File: src/rtl/mem_pkg.sv
// Shared definitions for the byte-wide memory controller clients.
// Holds the access size encodings, the client FSM state type, the flush
// recovery length, and a helper that maps a size code to the index of the
// last byte of the access.
package mem_pkg;

    localparam logic [1:0] MEM_B = 2'd0;
    localparam logic [1:0] MEM_H = 2'd1;
    localparam logic [1:0] MEM_W = 2'd2;

    localparam int FLUSH_CYCLES = 2;

    typedef enum logic [1:0] {
        IDLE  = 2'd0,
        ISSUE = 2'd1,
        WAIT  = 2'd2,
        FLUSH = 2'd3
    } mem_state_t;

    // Index of the final byte of an access (N-1); size 3 behaves as a word.
    function automatic logic [1:0] size_last(input logic [1:0] size);
        case (size)
            MEM_B:   return 2'd0;
            MEM_H:   return 2'd1;
            default: return 2'd3;
        endcase
    endfunction

endpackage

File: src/rtl/load_extend.sv
// Load data extension: takes four little-endian captured bytes and returns
// an XLEN-wide value zero- or sign-extended from 8 or 16 bits, or the raw
// 32-bit word. Purely combinational; shared with the icache fetch path.
// Ports:
//   bytes_in  [31:0]      captured bytes, byte i in bits [8i+7:8i]
//   size      [1:0]       MEM_B / MEM_H / MEM_W (3 treated as word)
//   sign_ext              1 = sign-extend, 0 = zero-extend
//   data_out  [XLEN-1:0]  extended result (XLEN must be at least 32)
module load_extend
    import mem_pkg::*;
#(
    parameter int XLEN = 32
) (
    input  logic [31:0]     bytes_in,
    input  logic [1:0]      size,
    input  logic            sign_ext,
    output logic [XLEN-1:0] data_out
);

    logic fill;

    always_comb begin
        fill     = 1'b0;
        data_out = '0;
        case (size)
            MEM_B: begin
                fill     = sign_ext & bytes_in[7];
                data_out = {{(XLEN-8){fill}}, bytes_in[7:0]};
            end
            MEM_H: begin
                fill     = sign_ext & bytes_in[15];
                data_out = {{(XLEN-16){fill}}, bytes_in[15:0]};
            end
            default: begin
                data_out = XLEN'(bytes_in);
            end
        endcase
    end

endmodule

File: src/rtl/dcache_mem_client.sv
// dcache-side client of the byte-wide memory controller. Accepts one load or
// store of 1, 2 or 4 bytes at any alignment and runs it as a sequence of
// single-byte accesses on the controller's request/grant interface. Loads are
// reassembled little-endian and extended; stores are split into byte writes.
// Ports:
//   clk, rst                    clock, synchronous active-high reset
//   req_valid / req_ready       request handshake (ready only in IDLE)
//   req_write, req_size,
//   req_signed, req_addr,
//   req_wdata                   request fields, latched on accept
//   flush                       cancels an in-flight load
//   resp_valid, resp_rdata      one-cycle completion pulse and load data
//   mc_rw_en, mc_write_mode,
//   mc_addr, mc_data            request side of the controller dcache port
//   mc_out_en, mc_din           grant (rw_en delayed one cycle) and read byte
module dcache_mem_client
    import mem_pkg::*;
#(
    parameter int ADDR_W = 18,
    parameter int XLEN   = 32
) (
    input  logic              clk,
    input  logic              rst,
    input  logic              req_valid,
    output logic              req_ready,
    input  logic              req_write,
    input  logic [1:0]        req_size,
    input  logic              req_signed,
    input  logic [ADDR_W-1:0] req_addr,
    input  logic [XLEN-1:0]   req_wdata,
    input  logic              flush,
    output logic              resp_valid,
    output logic [XLEN-1:0]   resp_rdata,
    output logic              mc_rw_en,
    output logic              mc_write_mode,
    output logic [ADDR_W-1:0] mc_addr,
    output logic [7:0]        mc_data,
    input  logic              mc_out_en,
    input  logic [7:0]        mc_din
);

    mem_state_t        state, state_nxt;
    logic [ADDR_W-1:0] base_addr;
    logic [XLEN-1:0]   wdata_q;
    logic              write_q;
    logic [1:0]        size_q;
    logic              signed_q;
    logic [1:0]        idx;
    logic [1:0]        rcv;
    logic              rd_pend;
    logic [1:0]        flush_cnt;
    logic [31:0]       rbuf;
    logic [31:0]       cap_bytes;
    logic [XLEN-1:0]   ext_data;

    logic accept;
    logic is_last;
    logic capture;
    logic issue_fire;
    logic store_done;
    logic load_done;
    logic enter_flush;

    assign accept  = req_valid && req_ready;
    assign is_last = (idx == size_last(size_q));
    // Read bytes are only meaningful while the load is still live; anything
    // arriving during FLUSH belongs to a cancelled access.
    assign capture = rd_pend && ((state == ISSUE) || (state == WAIT));

    // Captured bytes with the byte arriving this cycle merged in, so the
    // final byte can be extended and registered in the same cycle.
    always_comb begin
        cap_bytes = rbuf;
        if (capture) begin
            cap_bytes[{rcv, 3'b000} +: 8] = mc_din;
        end
    end

    load_extend #(
        .XLEN (XLEN)
    ) u_load_extend (
        .bytes_in (cap_bytes),
        .size     (size_q),
        .sign_ext (signed_q),
        .data_out (ext_data)
    );

    always_comb begin
        state_nxt     = state;
        req_ready     = 1'b0;
        mc_rw_en      = 1'b0;
        mc_write_mode = 1'b0;
        mc_addr       = '0;
        mc_data       = '0;
        issue_fire    = 1'b0;
        store_done    = 1'b0;
        load_done     = 1'b0;
        enter_flush   = 1'b0;
        case (state)
            IDLE: begin
                req_ready = 1'b1;
                if (req_valid) begin
                    state_nxt = ISSUE;
                end
            end
            ISSUE: begin
                mc_write_mode = write_q;
                mc_addr       = base_addr + ADDR_W'(idx);
                mc_data       = wdata_q[{idx, 3'b000} +: 8];
                // Request drops in the final grant cycle so the controller
                // never sees a trailing request (no duplicate write).
                mc_rw_en      = !(mc_out_en && is_last) && !(flush && !write_q);
                if (flush && !write_q) begin
                    state_nxt   = FLUSH;
                    enter_flush = 1'b1;
                end else if (mc_out_en) begin
                    issue_fire = 1'b1;
                    if (is_last) begin
                        if (write_q) begin
                            state_nxt  = IDLE;
                            store_done = 1'b1;
                        end else begin
                            state_nxt = WAIT;
                        end
                    end
                end
            end
            WAIT: begin
                // Only loads reach WAIT; flush beats the final capture.
                if (flush) begin
                    state_nxt   = FLUSH;
                    enter_flush = 1'b1;
                end else if (rd_pend) begin
                    state_nxt = IDLE;
                    load_done = 1'b1;
                end
            end
            FLUSH: begin
                if (flush_cnt == 2'd0) begin
                    state_nxt = IDLE;
                end
            end
            default: begin
                state_nxt = IDLE;
            end
        endcase
    end

    always_ff @(posedge clk) begin
        if (rst) begin
            state      <= IDLE;
            resp_valid <= 1'b0;
            resp_rdata <= '0;
            idx        <= 2'd0;
            rcv        <= 2'd0;
            rd_pend    <= 1'b0;
            flush_cnt  <= 2'd0;
            write_q    <= 1'b0;
            size_q     <= MEM_B;
            signed_q   <= 1'b0;
        end else begin
            state      <= state_nxt;
            resp_valid <= store_done || load_done;
            rd_pend    <= mc_out_en && !write_q && (state == ISSUE);
            if (accept) begin
                idx      <= 2'd0;
                rcv      <= 2'd0;
                write_q  <= req_write;
                size_q   <= req_size;
                signed_q <= req_signed;
            end else begin
                if (issue_fire) begin
                    idx <= idx + 2'd1;
                end
                if (capture) begin
                    rcv <= rcv + 2'd1;
                end
            end
            if (store_done) begin
                resp_rdata <= '0;
            end else if (load_done) begin
                resp_rdata <= ext_data;
            end
            if (enter_flush) begin
                flush_cnt <= 2'(FLUSH_CYCLES - 1);
            end else if ((state == FLUSH) && (flush_cnt != 2'd0)) begin
                flush_cnt <= flush_cnt - 2'd1;
            end
        end
    end

    always_ff @(posedge clk) begin
        if (accept) begin
            base_addr <= req_addr;
            wdata_q   <= req_wdata;
        end
        if (capture) begin
            rbuf <= cap_bytes;
        end
    end

endmodule

File: config.mk
export PLATFORM = sky130hd
export DESIGN_NAME = dcache_mem_client
export DESIGN_NICKNAME = d
export VERILOG_FILES = /design/src/rtl/mem_pkg.sv /design/src/rtl/load_extend.sv /design/src/rtl/dcache_mem_client.sv
export SDC_FILE = /design/constraint.sdc
export NUM_CORES = 1
export LEC_CHECK = 0
export BUFFER_PORTS_ARGS = -buffer_cell sky130_fd_sc_hd__buf_2
export CAP_MARGIN = 20
export CORE_ASPECT_RATIO = 1.25
export CORE_UTILIZATION = 54
export CTS_CLUSTER_SIZE = 25
export DETAILED_ROUTE_END_ITERATION = 6
export HOLD_SLACK_MARGIN = 0.15
export PLACE_DENSITY = 0.89
export SETUP_SLACK_MARGIN = 0.05
export SYNTH_ARGS = -nofsm -noshare
export SYNTH_HDL_FRONTEND = slang
export SYNTH_HIERARCHICAL = 1
export SYNTH_SLANG_ARGS = --single-unit
export TNS_END_PERCENT = 1
File: constraint.sdc
create_clock -name clk -period 3.76 [get_ports clk]
set_input_delay 0.188 -clock clk [delete_from_list [all_inputs] [get_ports clk]]
set_output_delay 0.188 -clock clk [all_outputs]
set_load 0.02 [all_outputs]
# Yosys cells after proc, flatten, opt, wreduce, memory -nomap -nowiden

Cells that the tools add are included.
W data, S select, Z words.

Register bits: 128
Input port bits: 67
Output and inout port bits: 62
Logic and storage cells: 90

$add $sub $neg: 5
Equal/unequal tests: 10
Shift-type cells: 3
Mux-type cells: 34
Bitwise gates (word level): 2
Reductions and logical operators: 22

Operators by type and width:

| operator                 | number |
|---|---|
| $pmux W32 S2             | 1 |
| $bwmux W32               | 1 |
| $mux W32                 | 1 |
| $shift A8 B7 Y32 const A | 1 |
| $shiftx A32 B6 Y8        | 1 |
| $shiftx A8 B7 Y32        | 1 |
| $add A18 B2 Y18          | 1 |
| $mux W1                  | 18 |
| $mux W18                 | 1 |
| $mux W2                  | 8 |
| $logic_and A1 B1 Y1      | 8 |
| $mux W8                  | 1 |
| $pmux W2 S4              | 1 |
| $neg A5 Y7               | 1 |
| $logic_not A2 Y1         | 3 |
| $ne A3 B2 Y1 const B     | 2 |
| $reduce_or A2 Y1         | 3 |
| $reduce_and A5 Y1        | 1 |
| $add A2 B1 Y2 const B    | 2 |
| $eq A2 B1 Y1 const B     | 2 |
| $eq A2 B2 Y1 const B     | 2 |
| $ne A2 B2 Y1 const B     | 2 |
| $pmux W2 S2              | 1 |
| $reduce_bool A2 Y1       | 2 |
| 7 further kinds          | 11 |

# Longest topological paths before layout

Depth after elaboration: 8
Gate-level depth with buffers: 12
Depth with buffers taken out: 10

# By module

The synthesis kept the hierarchy.

By module, submodules not included:

| module            | instances | cells an instance | area each (µm²) | sequential area each (µm²) |
|---|---|---|---|---|
| dcache_mem_client | 1         | 450               | 5407.7          | 3383.2 |
| load_extend       | 1         | 66                | 385.4           | 0.0 |

# Worst setup path before layout

OpenSTA, ideal clock, no wires.

Kind: register to register
Start: register state[0]
End: register resp_rdata[21]
Library setup time: 70 ps
Arrival: 2959 ps
Data required time: 3690 ps
Setup slack: 730 ps
Stages on the path, launching flop included: 13
Path buffers: 2
Period minus slack after synthesis: 3030 ps
Path through: dfxtp_1 -> inv_1 -> ha_1 -> and2_1 -> buf_2 -> nand2_1 -> nor4b_2 -> a22o_1 -> mux2i_4 -> buf_6 -> o21ai_1 -> nand2_1 -> a21oi_1

Cells in the longest elaborated chain, start to end: 6
Elaborated cells on any way between the ends: 11
Those cells by class: 2 x eq/ne; 4 x mux; 2 x bitwise; 3 x reduce/logical

RTL lines:

| element                                      | line                     | text |
|---|---|---|
| from (decl)                                  | dcache_mem_client.sv:42  | `mem_state_t state, state_nxt;` |
| from (signal assigned)                       | dcache_mem_client.sv:162 | `state <= state_nxt;` |
| $eq A2 B1 Y1 or $eq A2 B2 Y1 (tied branches) | dcache_mem_client.sv:68  | `assign capture = rd_pend && ((state == ISSUE) \|\| (state == WAIT));` |
| $logic_or A1 B1 Y1 *                         | dcache_mem_client.sv:68  |  |
| $logic_and A1 B1 Y1 *                        | dcache_mem_client.sv:68  |  |
| net capture                                  | dcache_mem_client.sv:58  | `logic capture;` |
| $mux W32 *                                   | dcache_mem_client.sv:74  | `if (capture) begin` |
| net cap_bytes[7]                             | dcache_mem_client.sv:53  | `logic [31:0] cap_bytes;` |
| $and A1 B1 Y1 *                              | load_extend.sv:27        | `fill = sign_ext & bytes_in[7];` |
| $pmux W32 S2 *                               | load_extend.sv:25        | `case (size)` |
| net ext_data[21]                             | dcache_mem_client.sv:54  | `logic [XLEN-1:0] ext_data;` |
| to (signal assigned)                         | dcache_mem_client.sv:182 | `resp_rdata <= ext_data;` |
| to (decl)                                    | dcache_mem_client.sv:33  | `output logic [XLEN-1:0] resp_rdata,` |

The timed path passes the listed nets; every way through them passes the cells marked *.
A chain may end at the register's enable or synchronous reset.

# Final worst setup path

Start: register idx[0]
End: output port mc_addr[16]

Cells in the longest elaborated chain, start to end: 2

RTL lines:

| element                | line                     | text |
|---|---|---|
| from (decl)            | dcache_mem_client.sv:48  | `logic [1:0] idx;` |
| from (signal assigned) | dcache_mem_client.sv:173 | `idx <= idx + 2'd1;` |
| $add A18 B2 Y18        | dcache_mem_client.sv:108 | `mc_addr = base_addr + ADDR_W'(idx);` |
| $mux W18               | dcache_mem_client.sv:99  | `case (state)` |
| to (decl)              | dcache_mem_client.sv:36  | `output logic [ADDR_W-1:0] mc_addr,` |

No other way between the ends.

==> results.json <==
{
  "yosys.area_share.xor_xnor_pct": 2.12,
  "tns_ns": 0,
  "final_area_um2": 7670,
  "slew_violations": 0,
  "crit_fanout": 14,
  "yosys-top-cells-count": "nand2_1, edfxtp_1, dfxtp_1",
  "synthTopCellsByArea": "edfxtp_1, dfxtp_1, nand2_1",
  "antenna_found_initial": 0,
  "p_leak_nw": 3.06,
  "die_h_um": 118,
  "power.total_mw": 4.33,
  "postRouteAntennaNets": 0,
  "cts_tree": "yes",
  "use_met1_pct": 36.4,
  "clkLatencyLatePin_ns": 0.42,
  "maxCapViolCount": 0,
  "core_um2": 10300,
  "dr.pass1.iters": 5,
  "placed_area_um2": 6470,
  "cp_slowest_cell": "or4_1",
  "routedWlPerCell_um": 19.3,
  "hold_viol_final": 0,
  "rsz0062_at_grt": "no",
  "yosys_warnings": 6,
  "syn_area_um2": 5790,
  "synth_edf_count": 82,
  "synth_top_family_by_area": "simple AND/OR/NAND/NOR gates",
  "worstMarginPinSlew_ns": 0.983,
  "seqPwrFrac_pct": 41.6,
  "slowest_delay_ns": 0.64,
  "criticalPathCategory": "flop to output pin",
  "yosys.cell_count.top_type": "nand2_1",
  "cts.sinks": 128,
  "worst_ep_required_time_ns": 3.57,
  "grt-busiest-layer": "met2",
  "synthArstFlopShare_pct": 0,
  "start_util_pct": 56.5,
  "path_delay_family": "simple AND/OR/NAND/NOR gates",
  "layout-drive-gt1-share_pct": 26.3,
  "post_cts_buffers": 0,
  "routed_wirelength_um": 16300,
  "p_comb_share_pct": 21.9,
  "die_width_um": 94.6,
  "setup_viol_count_final": 0,
  "finClkSkew_ns": 0.0101,
  "p_sw_mw": 1.33,
  "synth_top_area_share_pct": 42.5,
  "syn-num-nets": 596,
  "avgViaCountPerCell": 5.92,
  "routabilityCongestion": 0.868,
  "numCtsBuffers": 17,
  "remaining_drc_errors": 0,
  "cellPowerDensity_nw_per_um2": 564,
  "synthAdderAreaFrac_pct": 2.94,
  "grt_max_degree": 55,
  "clock_path_buffers": 2,
  "io_pins": 129,
  "synth_cells": 516,
  "slew-limit-headroom_pct": 34.4,
  "synth_area_leader_cell": "edfxtp_1",
  "p_int_mw": 3.00,
  "crit_chain": "buf_4, ha_1, fa_1, nand3_2, or4_1, or4_1, a21oi_1, buf_2",
  "muxShareOfSynthArea_pct": 4.58,
  "vdd.ir_drop.worst_uv": 484,
  "grt_pass1_wl_um": 25900,
  "track_usage_pct": 30.9,
  "seq_area_frac_synth_pct": 58.4,
  "ys_types": 48,
  "rows": 41,
  "place_hpwl_um": 9110,
  "drt-initial-drc-count": 325,
  "io_buffers": 128,
  "status": "finished, final reports clean",
  "arrival_ns": 3.27,
  "grt_pass1_vias": 5024,
  "nets": 779,
  "n_antenna_cell": 0,
  "grt-ovfl-total": 0,
  "hold_path.class": "primary input to flop",
  "cp-start-kind": "flop",
  "synth-main-ff-cell": "edfxtp_1",
  "cts.clk_slew.worst_paths_ns": 0.05,
  "area_growth_pct": 32.4,
  "cts-htree-levels": 4,
  "vias": 4982,
  "met2_usage_pct": 50.5,
  "path_common_cell": "or4_1",
  "fin_crit_ns": 3.46,
  "crit_buf_inv": 2,
  "period_share_pct": 92.0,
  "synth_compound_area_share_pct": 12.2,
  "synth_simple_gate_area_share_pct": 15.7,
  "synth_area_per_cell_um2": 11.2,
  "die_area_um2": 11100,
  "fmax_mhz": 289,
  "postLayoutCoreUtil_pct": 74.8,
  "cp-end-kind": "output pin",
  "fillers": 612,
  "grt_util_met3_pct": 10.3,
  "p_sw_share_pct": 30.7,
  "p_clk_share_pct": 36.5,
  "synth-seq-cells": 128,
  "ctsRootBufferMaster": "clkbuf_16"
}
-- stage by stage --
stage	setup slack, ns	instances	hold WS [ns]
finish	0.302	841	0.179
detailed placement	0.572	747	0.366
global placement	0.839	747	0.364
global route	0.177	841	0.187
floorplan	0.730	516	0.287
CTS	0.412	839	0.176
-- routing by layer --
metal / up-vias / share of wire, %
met2: 329 / 50
li1: 2218 / -
met4: 0 / 4.3
met5: - / 0
met1: 2355 / 37
met3: 80 / 8.5
-- flip-flops by register name (all words and copies together) (netlist names) --
signal and flops:
resp_valid 1, write_q 1, rd_pend 1, base_addr 18, signed_q 1, rbuf 32, size_q 2, resp_rdata 32
idx 2, wdata_q 32, flush_cnt 2, rcv 2, state 2
-- placed cells by master, fill, tap and decap left out, types with 5 or more instances in the layout --
cell type	count
or4_1	5
and2_1	12
a22o_1	32
o21ai_1	7
ha_1	12
inv_1	13
mux4_2	8
nand2b_1	5
nand2_1	110
buf_4	7
o21ai_0	17
nand3_1	7
clkbuf_16	17
dlygate4sd3_1	60
buf_2	128
nor2_1	21
xnor2_1	10
dfxtp_1	46
a21oi_1	42
edfxtp_1	82
nand4_1	6
-- power by group through the flow --
stage | Clock [mW] | Sequential [mW] | Combinational, mW
after floorplan | 0 | 1.77 | 0.604
after global placement | 0 | 1.80 | 0.793
after detailed placement | 0 | 1.81 | 0.819
after CTS | 1.57 | 1.78 | 0.884
after global routing | 1.65 | 1.81 | 1.01
final | 1.58 | 1.80 | 0.950
-- cell type report --
type / count / area, um^2 / area share [%]
Clock inverter: 13 / 123 / 1.60
Multi-Input combinational cell: 341 / 2180 / 28.4
Tap cell: 129 / 161 / 2.10
Clock buffer: 19 / 433 / 5.64
Inverter: 14 / 52.6 / 0.685
Sequential cell: 128 / 3380 / 44.1
Timing Repair Buffer: 197 / 1340 / 17.5
-- cell families after synthesis --
| family | Yosys count |
|---|---|
| buffers and inverters | 47 |
| adders and majority gates | 13 |
| muxes | 15 |
| AOI/OAI and AO/OA | 109 |
| and+or+nand+nor | 190 |
| xor gates and xnor gates | 14 |
| DFF | 128 |
-- worst paths after layout --
path | start | to | slack (ns) | cells past startpoint
hold reg to reg | resp_rdata[10]$_SDFFE_PP0P_ | resp_rdata[10]$_SDFFE_PP0P_ | 0.45 | 2
setup reg to reg | state[0]$_SDFFE_PP0P_ | resp_rdata[16]$_SDFFE_PP0P_ | 0.55 | 10
setup / recovery | idx[0]$_SDFFE_PP0P_ | mc_addr[16] | 0.30 | 8
hold / removal | mc_din[6] | rbuf[30]$_DFFE_PP_ | 0.18 | 2
-- repair_timing --
| item | 4_1_cts | 5_1_grt |
|---|---|---|
| hold buffers | 60 | 0 |
| hold endpoints to repair | 58 | 0 |
| gates resized for setup | 0 | 0 |
| setup endpoints to repair | 0 | 0 |
Note: power is estimated with default switching activity, not from simulation.
